`config.mk`:
```
export PLATFORM = sky130hd
export DESIGN_NAME = scroll_latch_bank
export DESIGN_NICKNAME = d
export VERILOG_FILES = /design/src/rtl/scroll_latch_bank.sv
export SDC_FILE = /design/constraint.sdc
export NUM_CORES = 1
export LEC_CHECK = 0
export CORE_MARGIN = 5
export CORE_UTILIZATION = 59
export CTS_CLUSTER_DIAMETER = 50
export DETAILED_ROUTE_END_ITERATION = 6
export PLACE_DENSITY = 0.83
export SLEW_MARGIN = 20
export SYNTH_ARGS = -nofsm -noshare
export SYNTH_HDL_FRONTEND = slang
export SYNTH_SLANG_ARGS = --single-unit
```
`constraint.sdc`:
```
create_clock -name CLK_6M -period 3.8 [get_ports CLK_6M]
set_input_delay 0.57 -clock CLK_6M [delete_from_list [all_inputs] [get_ports CLK_6M]]
set_output_delay 0.57 -clock CLK_6M [all_outputs]
set_load 0.005 [all_outputs]
```
`src/rtl/scroll_latch_bank.sv`:
```
// ---------------------------------------------------------------------------
// scroll_latch_bank
//
// Multi-layer, double-buffered scroll register bank for the tilemap path.
// The CPU writes into a shadow copy of each register. On every VBLANK
// falling edge the shadow scroll values of every non-frozen layer are copied
// into the active copy that drives the tilemap engine. A layer can also
// auto-step its shadow scroll by a signed per-frame delta.
//
// Per-layer register map (CA[5:3] = layer, CA[2:0] = register):
//   0  HSCROLL[7:0]
//   1  HSCROLL[HSCROLL_W-1:8]
//   2  VSCROLL[7:0]
//   3  VSCROLL[VSCROLL_W-1:8]   (reads 0 when VSCROLL_W = 8)
//   4  HSTEP (signed)
//   5  VSTEP (signed)
//   6  CTRL  bit0 H auto, bit1 V auto, bit2 FREEZE
//   7  reserved, reads 0
//
// Ports:
//   CLK_6M   pixel clock, the only clock
//   RST      synchronous active-high reset
//   LATCH    CPU strobe; its rising edge starts one access
//   CA       CPU address {layer, register}
//   CD       CPU write data
//   RnW      1 = read, 0 = write, sampled with the LATCH rising edge
//   nVBLANK  active-low vertical blank from the timing block
//   DOUT     read data from the shadow copy, valid 1 cycle after the strobe
//   HSCROLL  active horizontal scroll, layer n at [n*HSCROLL_W +: HSCROLL_W]
//   VSCROLL  active vertical scroll, layer n at [n*VSCROLL_W +: VSCROLL_W]
//   COMMIT   one-cycle pulse on the cycle the active copy updates
//   FRAME    number of commits since reset, wraps at 16 bits
//
// STEP_W is expected to be at most 8, since steps are loaded from CD.
// ---------------------------------------------------------------------------
module scroll_latch_bank #(
    parameter int LAYERS    = 4,
    parameter int HSCROLL_W = 9,
    parameter int VSCROLL_W = 8,
    parameter int STEP_W    = 8
) (
    input  logic                        CLK_6M,
    input  logic                        RST,
    input  logic                        LATCH,
    input  logic [5:0]                  CA,
    input  logic [7:0]                  CD,
    input  logic                        RnW,
    input  logic                        nVBLANK,
    output logic [7:0]                  DOUT,
    output logic [LAYERS*HSCROLL_W-1:0] HSCROLL,
    output logic [LAYERS*VSCROLL_W-1:0] VSCROLL,
    output logic                        COMMIT,
    output logic [15:0]                 FRAME
);

    // Masks selecting the low byte of each scroll field. Byte writes merge
    // through these so the same code works for every field width.
    localparam logic [HSCROLL_W-1:0] H_LO = HSCROLL_W'(8'hFF);
    localparam logic [VSCROLL_W-1:0] V_LO = VSCROLL_W'(8'hFF);

    localparam logic [2:0] REG_H_LO  = 3'd0;
    localparam logic [2:0] REG_H_HI  = 3'd1;
    localparam logic [2:0] REG_V_LO  = 3'd2;
    localparam logic [2:0] REG_V_HI  = 3'd3;
    localparam logic [2:0] REG_HSTEP = 3'd4;
    localparam logic [2:0] REG_VSTEP = 3'd5;
    localparam logic [2:0] REG_CTRL  = 3'd6;

    localparam int CTRL_H_AUTO = 0;
    localparam int CTRL_V_AUTO = 1;
    localparam int CTRL_FREEZE = 2;

    logic                 latch_q;
    logic                 nvblank_q;
    logic                 wr_ev;
    logic                 vb_ev;
    logic                 wr_en;
    logic                 rd_en;
    logic [2:0]           ca_layer;
    logic [2:0]           ca_reg;
    logic [7:0]           rd_data;

    logic [HSCROLL_W-1:0] sh_h       [LAYERS];
    logic [VSCROLL_W-1:0] sh_v       [LAYERS];
    logic [HSCROLL_W-1:0] act_h      [LAYERS];
    logic [VSCROLL_W-1:0] act_v      [LAYERS];
    logic [STEP_W-1:0]    step_h     [LAYERS];
    logic [STEP_W-1:0]    step_v     [LAYERS];
    logic [2:0]           ctrl       [LAYERS];

    logic [HSCROLL_W-1:0] sh_h_nxt   [LAYERS];
    logic [VSCROLL_W-1:0] sh_v_nxt   [LAYERS];
    logic [STEP_W-1:0]    step_h_nxt [LAYERS];
    logic [STEP_W-1:0]    step_v_nxt [LAYERS];
    logic [2:0]           ctrl_nxt   [LAYERS];
    logic                 commit_l   [LAYERS];

    assign ca_layer = CA[5:3];
    assign ca_reg   = CA[2:0];

    assign wr_ev = LATCH & ~latch_q;
    assign vb_ev = ~nVBLANK & nvblank_q;
    assign wr_en = wr_ev & ~RnW;
    assign rd_en = wr_ev & RnW;

    // Shadow next-state. The auto-step is applied first, then a same-cycle
    // CPU write replaces only the byte field it addresses, so the other
    // byte of the same scroll value keeps its stepped bits. Layer indices
    // at or above LAYERS never match the loop and are silently dropped.
    always_comb begin
        for (int l = 0; l < LAYERS; l++) begin
            sh_h_nxt[l]   = sh_h[l];
            sh_v_nxt[l]   = sh_v[l];
            step_h_nxt[l] = step_h[l];
            step_v_nxt[l] = step_v[l];
            ctrl_nxt[l]   = ctrl[l];
            commit_l[l]   = vb_ev & ~ctrl[l][CTRL_FREEZE];

            if (commit_l[l] && ctrl[l][CTRL_H_AUTO]) begin
                sh_h_nxt[l] = sh_h[l] + HSCROLL_W'($signed(step_h[l]));
            end
            if (commit_l[l] && ctrl[l][CTRL_V_AUTO]) begin
                sh_v_nxt[l] = sh_v[l] + VSCROLL_W'($signed(step_v[l]));
            end

            if (wr_en && (ca_layer == 3'(l))) begin
                case (ca_reg)
                    REG_H_LO:  sh_h_nxt[l] = (sh_h_nxt[l] & ~H_LO) | (HSCROLL_W'(CD) & H_LO);
                    REG_H_HI:  sh_h_nxt[l] = (sh_h_nxt[l] & H_LO) | (HSCROLL_W'({CD, 8'h00}) & ~H_LO);
                    REG_V_LO:  sh_v_nxt[l] = (sh_v_nxt[l] & ~V_LO) | (VSCROLL_W'(CD) & V_LO);
                    REG_V_HI:  sh_v_nxt[l] = (sh_v_nxt[l] & V_LO) | (VSCROLL_W'({CD, 8'h00}) & ~V_LO);
                    REG_HSTEP: step_h_nxt[l] = STEP_W'(CD);
                    REG_VSTEP: step_v_nxt[l] = STEP_W'(CD);
                    REG_CTRL:  ctrl_nxt[l] = CD[2:0];
                    default:   ;
                endcase
            end
        end
    end

    // Read mux over the shadow copy. Upper bytes are right-shifted so a
    // field narrower than 16 bits (or absent, for an 8-bit VSCROLL) reads
    // back zero-extended.
    always_comb begin
        rd_data = 8'h00;
        for (int l = 0; l < LAYERS; l++) begin
            if (ca_layer == 3'(l)) begin
                case (ca_reg)
                    REG_H_LO:  rd_data = 8'(sh_h[l]);
                    REG_H_HI:  rd_data = 8'(sh_h[l] >> 8);
                    REG_V_LO:  rd_data = 8'(sh_v[l]);
                    REG_V_HI:  rd_data = 8'(sh_v[l] >> 8);
                    REG_HSTEP: rd_data = 8'(step_h[l]);
                    REG_VSTEP: rd_data = 8'(step_v[l]);
                    REG_CTRL:  rd_data = {5'b00000, ctrl[l]};
                    default:   rd_data = 8'h00;
                endcase
            end
        end
    end

    always_ff @(posedge CLK_6M) begin
        if (RST) begin
            // nvblank_q resets high so releasing reset outside VBLANK
            // cannot look like a falling edge.
            latch_q   <= 1'b0;
            nvblank_q <= 1'b1;
            DOUT      <= 8'h00;
            COMMIT    <= 1'b0;
            FRAME     <= 16'h0000;
            for (int l = 0; l < LAYERS; l++) begin
                sh_h[l]   <= '0;
                sh_v[l]   <= '0;
                act_h[l]  <= '0;
                act_v[l]  <= '0;
                step_h[l] <= '0;
                step_v[l] <= '0;
                ctrl[l]   <= '0;
            end
        end else begin
            latch_q   <= LATCH;
            nvblank_q <= nVBLANK;
            COMMIT    <= vb_ev;
            if (vb_ev) begin
                FRAME <= FRAME + 16'd1;
            end
            if (rd_en) begin
                DOUT <= rd_data;
            end
            for (int l = 0; l < LAYERS; l++) begin
                sh_h[l]   <= sh_h_nxt[l];
                sh_v[l]   <= sh_v_nxt[l];
                step_h[l] <= step_h_nxt[l];
                step_v[l] <= step_v_nxt[l];
                ctrl[l]   <= ctrl_nxt[l];
                // Active takes the shadow as it stood before this cycle's
                // write or auto-step.
                if (commit_l[l]) begin
                    act_h[l] <= sh_h[l];
                    act_v[l] <= sh_v[l];
                end
            end
        end
    end

    for (genvar g = 0; g < LAYERS; g++) begin : g_pack
        assign HSCROLL[g*HSCROLL_W +: HSCROLL_W] = act_h[g];
        assign VSCROLL[g*VSCROLL_W +: VSCROLL_W] = act_v[g];
    end

endmodule

```
* After elaboration in Yosys (flattened, before gate mapping)
Memories as Yosys holds them, arrays and structs flattened.
Cells that the tools add are included.
** Storage, ports and cells
- RAM bits :: 212
- Memories :: 7
- Word-level logic and storage cells :: 193
- Input port bits :: 19
- Flip-flop bits (word level) :: 27
** Memories
- act_h :: depth 4, width 9, rd ports 4, clocked after memory_dff 0, write ports 4, line 85 : logic [HSCROLL_W-1:0] act_h [LAYERS];
- sh_h :: depth 4, width 9, rd ports 4, clocked after memory_dff 0, write ports 4, line 83 : logic [HSCROLL_W-1:0] sh_h [LAYERS];
- act_v :: depth 4, width 8, rd ports 4, clocked after memory_dff 0, write ports 4, line 86 : logic [VSCROLL_W-1:0] act_v [LAYERS];
- sh_v :: depth 4, width 8, rd ports 4, clocked after memory_dff 0, write ports 4, line 84 : logic [VSCROLL_W-1:0] sh_v [LAYERS];
- step_h :: depth 4, width 8, rd ports 4, clocked after memory_dff 0, write ports 4, line 87 : logic [STEP_W-1:0] step_h [LAYERS];
- step_v :: depth 4, width 8, rd ports 4, clocked after memory_dff 0, write ports 4, line 88 : logic [STEP_W-1:0] step_v [LAYERS];
- +1 memories
** Operators by class
- Reductions and logical operators :: 14
- $add $sub $neg :: 9
- Bitwise operators :: 51
- Equal/unequal tests :: 8
- Mux-type cells :: 99
** Operators by type and width (number)
- 8-bit two-way mux :: 48
- 8-bit one-hot mux with 6 select lines :: 4
- 9-bit two-way mux :: 16
- 9-bit one-hot mux with 2 select lines :: 4
- 9-bit adder :: 4
- 3-bit two-way mux :: 12
- 8-bit by 9-bit OR with 9-bit output :: 4
- 9-bit by 8-bit OR with 9-bit output :: 4
- 8-bit adder :: 4
- 1-bit OR :: 28
- 16-bit by 1-bit adder with 16-bit output, second input constant :: 1
- 1-bit two-way mux :: 15
- 1-bit logical AND :: 12
- 3-bit by 2-bit equality test with 1-bit output, second input constant :: 3
- 3-bit equality test, second input constant :: 3
- 1-bit bitwise AND :: 8
- 1-bit inverter :: 7
- 3-bit by 1-bit equality test with 1-bit output, second input constant :: 2
- 3-bit logical NOT :: 2

* Logic depth before layout (Yosys ltp)
- Depth in word-level cells :: 9
- Depth in mapped cells :: 9
- Mapped depth without buffers :: 9

* Worst setup path after synthesis
Ideal clock, no wire load.
- Kind :: input -> register
- Start point :: input nVBLANK
- End point :: memory act_h[0][0], enable pin
- Library setup time :: 0.415 ns
- Slack :: 0.969 ns
- Buffers on the path :: 2
- Data arrival time :: 2.417 ns
- Stages on the path :: 4
- Data required time :: 3.385 ns
- Path through :: nand2b_1 clkbuf_1 clkbuf_1 o21ai_0
** RTL lines
- start: declaration :: line 48 : input logic nVBLANK,
- end: declaration :: line 85

==> results.tsv <==
stage	metric	value	unit
grt	grt.busiest_layer	met2	
sta	tns	0	ps
critical_path	crit_path_top_delay_cell	clkdlybuf4s50_1	
synth	async_flop_share	0	%
clock_network	hold_buffers	0	
place	post-place-ws	478	ps
grt	grt_max_degree	60	
grt	grt_pass1_vias	11900	
sta	slew_viol_final	0	
grt	grt_use_total	30.2	%
cells_and_area	drive_gt1_share	7.93	%
detailed_routing	ant_nets	0	
detailed_routing	vias_per_cell	6.52	
die	num_rows	55	
grt	gr-usage-met2	48.3	%
critical_path	cp-start-kind	primary input	
clock_network	cts-resized-gates	0	
sta	fmax	341	MHz
critical_path	critPathMaxFanout	17	
die	core-area	0.0225	mm2
run	maxCapViolCount	0	
clock_network	clk_latency	540	ps
power	p_per_area	376	mW/mm2
clock_network	cts_tree	done	
clock_network	numCtsBuffers	28	
clock_network	cts.sinks	239	
synth	netlist_area	0.0134	mm2
synth	yosys-top-cells-count	dfxtp_1, nand2_1, nor2_1, a21oi_1, mux2i_1	
grt	global_route.usage.met3	5.75	%
cells_and_area	nFillCells	1732	
detailed_routing	first_pass_iters	7	
place	portBuffers	111	
die	die_w	161	um
cells_and_area	area_growth	18.2	%
cells_and_area	fin_nets	1693	
die	dieHeight	161	um
sta	fin_ws	871	ps
synth	syn-num-nets	1599	
place	place_inst	1860	
critical_path	cp-end-kind	flip-flop	
sta	slew_headroom	16.8	%
critical_path	crit_arrival	3320	ps
run_status	outcome	finished, final reports clean	
power	p_total	5940	uW
critical_path	max_stage_delay	840	ps
sta	rsz0062_at_grt	no	
clock_network	cts_root_buf	clkbuf_16	
synth	yosys.area.top_type	dfxtp_1	
grt	grt_pass1_wl	63800	um
synth	syn-mean-instance-area	8.85	um2
detailed_routing	wirelength	40200	um
sta	fin_crit_sh	77.1	%
detailed_routing	wl_per_cell	21.0	um
grt	grt_overflow	0	
synth	yosysSeqAreaShare	40.9	%
sta	hold_viol	0	
grt	antenna_found_initial	0	
clock_network	cts_setup_buffers	0	
power	vdd_ir_drop_max	0.285	mV
critical_path	critPathKind	primary input to flip-flop	
clock_network	cts_buffer_depth	3	
place	place_congestion	1.03	
critical_path	path_common_cell	nand2_1	
cells_and_area	diodes	0	
clock_network	cts-htree-levels	1	
synth	yosysMostFrequentCell	dfxtp_1	
die	fp.dieArea	0.0258	mm2
power	p_leak	0.00595	uW
die	start_util	59.4	%
synth	synthTopCellsByArea	dfxtp_1, edfxtp_1, mux2i_1	
sta	fin_skew	13.2	ps
synth	synth_top_area_share	25.6	%
synth	synth_edf_count	68	
place	hpwlAfterDp	28100	um
synth	synth_flop_cell	dfxtp_1	
critical_path	crit_chain	clkdlybuf4s50_1 > clkinv_1 > nor3_1 > nand2_1 > nand2_1 > a21oi_1	
clock_network	path_clk_slew	60	ps
grt	met1_usage	40.4	%
sta	period_minus_slack	2930	ps
synth	synth.distinct_cells	66	
sta	tightest_slew	1240	ps
detailed_routing	drc_errors	0	
detailed_routing	drt_iter0_markers	1298	
synth	synthCells	1511	
critical_path	crit_required	4190	ps
detailed_routing	routed-via-count	12500	
synth	yosys_warnings	0	
cells_and_area	final_cells	1912	
sta	setup-violations-final	0	
die	pin_count	112	
worst_hold_path	min_path_type	flip-flop to flip-flop	
synth	ys_ff_latch	239	
## sequential cells by signal, indices dropped and copies added, names as in the netlist
register / count
COMMIT: 1
DOUT: 8
FRAME: 16
act_h: 36
act_v: 32
ctrl: 12
latch_q: 1
nvblank_q: 1
sh_h: 36
sh_v: 32
step_h: 32
step_v: 32
## layer usage
layer	part of all wire (%)	routed length, um
met4	5.2	2110
met5	0	0
met2	45	17900
met3	11	4480
met1	39	15700
## power breakdown
group          switching [uW]  internal [uW]  total [uW]
clock network            1140           1730        2870
registers                19.9           2660        2680
logic                     248            144         393
## placed cells by master, fill, tap and decap left out, types with 6 or more instances in the layout
| cell | instances |
|---|---|
| a211oi_1 | 41 |
| a21o_1 | 20 |
| a21oi_1 | 114 |
| a221oi_1 | 18 |
| a22oi_1 | 21 |
| a311oi_1 | 16 |
| a31oi_1 | 14 |
| and2_1 | 69 |
| buf_4 | 42 |
| clkbuf_16 | 29 |
| clkdlybuf4s50_1 | 107 |
| dfxtp_1 | 171 |
| edfxtp_1 | 68 |
| fa_1 | 8 |
| ha_1 | 61 |
| inv_1 | 25 |
| mux2_2 | 7 |
| mux2i_1 | 81 |
| nand2_1 | 165 |
| nand2b_1 | 12 |
| nand3_1 | 56 |
| nand3b_1 | 10 |
| nand4_1 | 10 |
| nor2_1 | 156 |
| nor2b_1 | 25 |
| nor3_1 | 20 |
| nor3_2 | 6 |
| nor3b_1 | 7 |
| nor4_1 | 8 |
| o211ai_1 | 8 |
| o21a_1 | 6 |
| o21ai_0 | 65 |
| o21bai_1 | 9 |
| o22ai_1 | 11 |
| or2_2 | 6 |
| or3_1 | 10 |
| xnor2_1 | 18 |
| xor2_1 | 16 |
## final cells by class
cell class,instances,area [um2],share of cell area (%)
Clock inverter,20,239,1.51
Inverter,26,97.6,0.617
Sequential cell,239,5470,34.6
Tap cell,285,357,2.26
Clock buffer,32,757,4.79
Multi-Input combinational cell,1158,7500,47.4
Timing Repair Buffer,152,1400,8.86
## worst max-delay path, delay by kind of cell
| kind | cells | cell delay [ps] |
|---|---|---|
| buffers and inverters | 2 | 1500 |
| and+or+nand+nor | 3 | 1170 |
| AOI/OAI and AO/OA | 1 | 80 |
## worst paths after layout
kind,slack (ps),start,cells past startpoint,endpoint
worst max register to register,1150,step_h[1][0],8,sh_h[1][6]
worst min-delay path,490,step_v[3][4],2,step_v[3][4]
worst min register to register,490,step_v[3][4],2,step_v[3][4]
worst max-delay path,870,CA[2],6,ctrl[2][1]
## per-stage QoR
step	hold WS, ps	utilization, %	instance area, um2
floorplan	449	-	13400
CTS	486	70.2	15800
global route	512	70.3	15800
detailed placement	479	65.8	14800
global placement	471	65.8	14800
finish	490	70.3	15800
## logic make-up after synthesis
| family | Yosys count | synth area share, % |
|---|---|---|
| mux | 91 | 7.16 |
| flops | 239 | 40.9 |
| compound gates | 378 | 18.2 |
| buf+inv | 114 | 3.28 |
| xor+xnor | 34 | 2.23 |
| fa+ha+maj | 69 | 6.90 |
| simple gates | 586 | 21.4 |
(Power assumes the default switching activity.)
